## src/rtl/dcsformer_host.sv

```systemverilog
// rtl/dcsformer_host.sv - host-side load/stream/collect driver for the DCSformer accelerator port
module dcsformer_host #(
  parameter int N_I     = 128,
  parameter int N_W     = 8,
  parameter int N_O     = 8,
  parameter int TIMEOUT = 1024
) (
  input  logic        clk,
  input  logic        rst,
  input  logic        ld_valid,
  input  logic [7:0]  ld_addr,
  input  logic [7:0]  ld_data,
  output logic        ld_ready,
  input  logic        start,
  output logic        busy,
  output logic        done,
  output logic        timeout_err,
  output logic        protocol_err,
  input  logic [2:0]  rd_addr,
  output logic [31:0] rd_data,
  output logic        i_valid,
  output logic [7:0]  i_data,
  output logic        w_valid,
  output logic [7:0]  w_data,
  input  logic        w_ready,
  input  logic        o_valid,
  input  logic [31:0] o_data
);
  localparam int TW = $clog2(TIMEOUT) + 1;
  localparam int NB = N_I + N_W;

  typedef enum logic [2:0] {IDLE, SEND_I, WAIT_W, SEND_W, RECV, FIN} state_t;

  state_t        state;
  logic [7:0]    ld_buf [NB];
  logic [31:0]   res    [N_O];
  logic [6:0]    beat_cnt;
  logic [2:0]    rx_cnt;
  logic [TW-1:0] tmo_cnt;

  logic       ld_acc;
  logic       beat_acc;
  logic       prot_hit;
  logic       tmo_hit;
  logic [7:0] i_idx;
  logic [7:0] w_idx;

  // A beat coinciding with w_ready is a protocol violation and is dropped.
  always_comb begin
    ld_acc   = ld_valid && ld_ready && (ld_addr < 8'(NB));
    beat_acc = (state == RECV) && o_valid && !w_ready;
    prot_hit = (w_ready && (state != WAIT_W)) ||
               (o_valid && (state != RECV)) ||
               (o_valid && w_ready);
    tmo_hit  = (tmo_cnt + TW'(1)) == TW'(TIMEOUT);
    i_idx    = 8'(beat_cnt);
    w_idx    = 8'(N_I) + 8'(beat_cnt);
  end

  // Outputs are registered decodes of the current state, so they trail it by one cycle.
  always_ff @(posedge clk or posedge rst) begin
    if (rst) begin
      state        <= IDLE;
      beat_cnt     <= '0;
      rx_cnt       <= '0;
      tmo_cnt      <= '0;
      ld_ready     <= 1'b1;
      busy         <= 1'b0;
      done         <= 1'b0;
      timeout_err  <= 1'b0;
      protocol_err <= 1'b0;
      rd_data      <= '0;
      i_valid      <= 1'b0;
      i_data       <= '0;
      w_valid      <= 1'b0;
      w_data       <= '0;
      for (int i = 0; i < NB; i++) ld_buf[i] <= '0;
      for (int i = 0; i < N_O; i++) res[i] <= '0;
    end else begin
      ld_ready <= (state == IDLE);
      busy     <= (state != IDLE);
      done     <= (state == FIN);
      i_valid  <= (state == SEND_I);
      i_data   <= (state == SEND_I) ? ld_buf[i_idx] : '0;
      w_valid  <= (state == SEND_W);
      w_data   <= (state == SEND_W) ? ld_buf[w_idx] : '0;
      rd_data  <= res[rd_addr];

      if (ld_acc) ld_buf[ld_addr] <= ld_data;

      case (state)
        IDLE: begin
          if (start) begin
            state        <= SEND_I;
            beat_cnt     <= '0;
            rx_cnt       <= '0;
            timeout_err  <= 1'b0;
            protocol_err <= 1'b0;
          end
        end
        SEND_I: begin
          beat_cnt <= beat_cnt + 7'd1;
          if (beat_cnt == 7'(N_I - 1)) begin
            state    <= WAIT_W;
            beat_cnt <= '0;
            tmo_cnt  <= '0;
          end
        end
        WAIT_W: begin
          if (w_ready) begin
            state    <= SEND_W;
            beat_cnt <= '0;
            tmo_cnt  <= '0;
          end else if (tmo_hit) begin
            timeout_err <= 1'b1;
            state       <= FIN;
          end else begin
            tmo_cnt <= tmo_cnt + TW'(1);
          end
        end
        SEND_W: begin
          beat_cnt <= beat_cnt + 7'd1;
          if (beat_cnt == 7'(N_W - 1)) begin
            state   <= RECV;
            tmo_cnt <= '0;
          end
        end
        RECV: begin
          if (beat_acc) begin
            res[rx_cnt] <= o_data;
            rx_cnt      <= rx_cnt + 3'd1;
            tmo_cnt     <= '0;
            if (rx_cnt == 3'(N_O - 1)) state <= FIN;
          end else if (tmo_hit) begin
            timeout_err <= 1'b1;
            state       <= FIN;
          end else begin
            tmo_cnt <= tmo_cnt + TW'(1);
          end
        end
        FIN:     state <= IDLE;
        default: state <= IDLE;
      endcase

      if (prot_hit) protocol_err <= 1'b1;
    end
  end
endmodule

```

## config.mk

```make
export PLATFORM = sky130hd
export DESIGN_NAME = dcsformer_host
export DESIGN_NICKNAME = d
export VERILOG_FILES = /design/src/rtl/dcsformer_host.sv
export SDC_FILE = /design/constraint.sdc
export NUM_CORES = 2
export LEC_CHECK = 0
export ABC_AREA = 1
export CAP_MARGIN = 20
export CORE_MARGIN = 5
export CORE_UTILIZATION = 40
export CTS_CLUSTER_DIAMETER = 50
export CTS_CLUSTER_SIZE = 20
export DETAILED_ROUTE_END_ITERATION = 6
export GPL_ROUTABILITY_DRIVEN = 0
export RECOVER_POWER = 50
export SYNTH_ARGS = -nofsm -noshare
export SYNTH_HDL_FRONTEND = slang
export SYNTH_SLANG_ARGS = --single-unit
```

## constraint.sdc

```tcl
create_clock -name clk -period 59.3 [get_ports clk]
set_clock_uncertainty 0.15 [all_clocks]
set_input_delay 8.895 -clock clk [delete_from_list [all_inputs] [get_ports clk]]
set_output_delay 8.895 -clock clk [all_outputs]
set_load 0.05 [all_outputs]
```

==> run_results.csv <==
group,metric,value,unit
setup_path,start_kind,"input port",
setup_path,critPathKind,"input port to async pin",
yosys,synth_top_cell_area_share,56.0,%
floorplanning,core_area,158000,µm²
floorplanning,die_x,409,µm
final_layout,multi_input_area,24700,µm²
timing,hold_slack,0.328,ns
final_layout,fillers,15800,
timing,tightestPinTransition,8.47,ns
setup_path,rr_startpoint,"beat_cnt[1]$_DFFE_PP0P_",
route,drc,0,
yosys,synth_warnings,0,
hold_path,hold_start,"ld_buf[974]$_DFFE_PP0P_",
power_and_ir_drop,p_leak,31.8,nW
clock_tree,cts_made_buffers,144,
global_route,antenna_found_initial,3,
clock_tree,clock_sinks,1423,
timing,slew_viol_final,1442,
clock_tree,clockBufferDepth,3,
final_layout,design_area,70500,µm²
setup_path,timing.rr.end,"i_data[1]$_DFF_PP0_",
route,avgViaCountPerCell,5.42,
yosys,synth_edf_count,0,
floorplanning,die_h,409,µm
power_and_ir_drop,p_switching,1.02,mW
clock_tree,h-tree-depth,4,
yosys,synth-compound-area-share,18.4,%
place,placed_area,65600,µm²
hold_path,hold_end,"ld_buf[974]$_DFFE_PP0P_",
clock_tree,clock_latency,0.80,ns
place,place_hpwl,105,mm
yosys,async_flop_share,100,%
yosys,synthMuxAreaShare,0,%
clock_tree,path_clk_slew,0.06,ns
timing,slew_headroom,-465,%
yosys,ys.flop_type,"dfrtp_1",
power_and_ir_drop,p_comb_share,26.8,%
floorplanning,die_area,167000,µm²
clock_tree,cts_tree,"yes",
power_and_ir_drop,power_frac_seq,38.0,%
timing,period_minus_slack,21.79,ns
power_and_ir_drop,power.total,2.77,mW
place,dpl.cell_count,9472,
power_and_ir_drop,internal-power,1.74,mW
global_route,grt_max_degree,164,
clock_tree,holdBufCountCts,0,
setup_path,cp.arrival,20.40,ns
yosys,synthCells,7790,
yosys,synthDistinctLibCells,39,
final_layout,drive_gt1_share,4.70,%
yosys,yosysTopAreaCell,"dfrtp_1",
job,max_cap_violations,21,
power_and_ir_drop,switching_share,36.9,%
timing,fmax,45.9,MHz
status,violations,"max-capacitance violations, max-slew violations",
route,avgRoutedWirePerCell,19.2,µm
global_route,grt_remaining_overflow,0,
hold_path,min_delay_path_depth,2,
timing,hold_viol,0,
yosys,syn_avg_cell_area,8.16,µm²
place,port_buffers,111,
floorplanning,rows,146,
timing,setup_violations,0,
yosys,synth_seq_cells,1423,
clock_tree,root_buffer,"clkbuf_16",
power_and_ir_drop,clkPwrFrac,35.2,%
setup_path,end_kind,"async pin",
clock_tree,cts_resized,0,
yosys,ys_top_cells_by_area,"dfrtp_1 56%, o21ai_0 15%, nand2_1 12%, nor2_1 6.2%, clkbuf_1 2.5%",
timing,setup_tns,0,ns
yosys,seq_area_frac_synth,56.0,%
final_layout,final_core_util,44.5,%
setup_path,worstPathMaxFanout,156,
timing,period_share,36.7,%
route,finalWirelength,187,mm
global_route,grt_util_all_layers,22.0,%
final_layout,finalNonFillerCells,9748,
floorplanning,start_util,40.2,%
yosys,netlist_area,63600,µm²
timing,setup_slack,37.51,ns
final_layout,area_growth,10.9,%
global_route,grt_pass1_wl,295,mm
route,drt_pass1_iterations,6,
route,num_vias,52800,
place,post-place-ws,44.67,ns
global_route,grt_pass1_vias,49600,
yosys,synthSimpleGateAreaFrac,20.8,%
timing,rsz0062_at_grt,"no",
route,drt_iter0_drc,5345,
power_and_ir_drop,vdd_ir_drop_max,0.0318,mV
setup_path,crit_required,57.91,ns
clock_tree,post_cts_buffers,0,
final_layout,regArea,35600,µm²
final_layout,nets,7615,
floorplanning,io_pins,112,
setup_path,rrSetupSlack,49.56,ns
setup_path,r2r_cells,10,
yosys,synth_fp_nets,7851,
setup_path,cp-startpoint,"rst",
yosys,synth_top_family_by_area,"simple AND/OR/NAND/NOR gates",
yosys,synth_xor_area_share,0.0138,%
route,drtAntennaViolNets,0,
status,outcome,"finished, violations left",
hold_path,min_path_type,"register to register",
power_and_ir_drop,p_per_area,39.3,nW/µm²
yosys,synth-adder-area-share,0.0788,%
final cells by class:
type	instances	area share, %
Sequential cell	1423	50.5
Multi-Input combinational cell	5634	35.1
Clock buffer	164	5.39
Tap cell	2072	3.68
Timing Repair Buffer	197	2.52
Clock inverter	101	1.85
Inverter	154	0.883
Antenna cell	3	0.0107
worst max-delay path, cell delays in order:
cell	delay, ns
dlygate4sd3_1	0.58
clkinvlp_2	2.31
clkbuf_1	2.31
clkbuf_1	5.89
layout by cell type, fill, tap and decap left out, drive strengths merged, types with 2 or more instances in the layout:
master         synthesis  final
buf                  158     63
ha                     4      4
bufinv                 0     12
nand3b                 2      2
nand4                  4      4
nand3                179    179
clkdlybuf4s50          0     56
o21ai               2026   2026
clkbuf               421    189
nor4                   4      4
diode                  0      3
o211ai                73     73
a31oi                 44     44
clkinv                 9     40
nor3                   8      8
clkinvlp               0     17
o22ai                 87     87
o21bai                 2      2
dfrtp               1422   1422
dlygate4sd3            0     53
nand2               2111   2111
nor2                1060   1060
a21oi                 24     24
inv                  145    186
worst max-delay path by stage:
stage                              end  slack (ns)  cells past startpoint
2_1_floorplan  beat_cnt[0]$_DFFE_PP0P_       10.13                      1
3_5_place_dp   ld_buf[101]$_DFFE_PP0P_       44.67                      7
3_3_place_gp      res[127]$_DFFE_PP0P_       44.72                      7
4_1_cts            res[35]$_DFFE_PP0P_       45.55                      7
5_1_grt        ld_buf[397]$_DFFE_PP0P_       34.89                      4
6_report       ld_buf[397]$_DFFE_PP0P_       37.51                      4
per-layer routing:
metal	part of all wire [%]	up-vias	GRT usage, %
li1	-	25100	-
met1	46	25700	31.8
met3	6.6	297	3.79
met2	45	1645	34.0
met4	2.9	0	6.56
met5	0	-	0
cell usage after synthesis, types with 2 or more instances:
master       n
nand3_1    175
ha_1         4
inv_1      141
a31oi_1     44
buf_2      118
nor4_4       2
nor2_2      10
nand3b_1     2
o22ai_1     87
nor3_1       5
o21ai_0   1909
o21ai_1    117
nand2_1   2071
nor3_2       3
inv_2        4
clkbuf_1   421
a21oi_1     23
nand2_2     20
nand3_2      4
nand4_1      3
o211ai_1    73
buf_4        2
o21bai_1     2
dfrtp_1   1422
nor4_1       2
buf_1       26
nor2_1    1050
nand2_4     20
buf_6       12
clkinv_1     9
flip-flops by register name, summed over array words and instances (netlist names):
| register | count |
|---|---|
| ld_buf | 1088 |
| res | 256 |
| rd_data | 32 |
| tmo_cnt | 11 |
| i_data | 8 |
| w_data | 8 |
| beat_cnt | 7 |
| rx_cnt | 3 |
| state | 3 |
| busy | 1 |
| done | 1 |
| i_valid | 1 |
| ld_ready | 1 |
| protocol_err | 1 |
| timeout_err | 1 |
| w_valid | 1 |
power by group through the flow:
stage	combinational, mW	clock, mW	sequential, mW
global route	0.817	1.03	1.06
detailed placement	0.736	0	1.07
finish	0.741	0.972	1.05
CTS	0.739	0.991	1.05
global placement	0.735	0	1.07
floorplan	0.487	0	1.07
logic make-up after synthesis:
| logic type | Yosys count |
|---|---|
| AND/OR/NAND/NOR | 3369 |
| AO/OA/AOI/OAI | 2260 |
| flip-flops | 1423 |
| buffers and inverters | 733 |
| adder cells (fa/ha/maj) | 4 |
| XOR/XNOR | 1 |
Note: power is estimated with default switching activity, not from simulation.
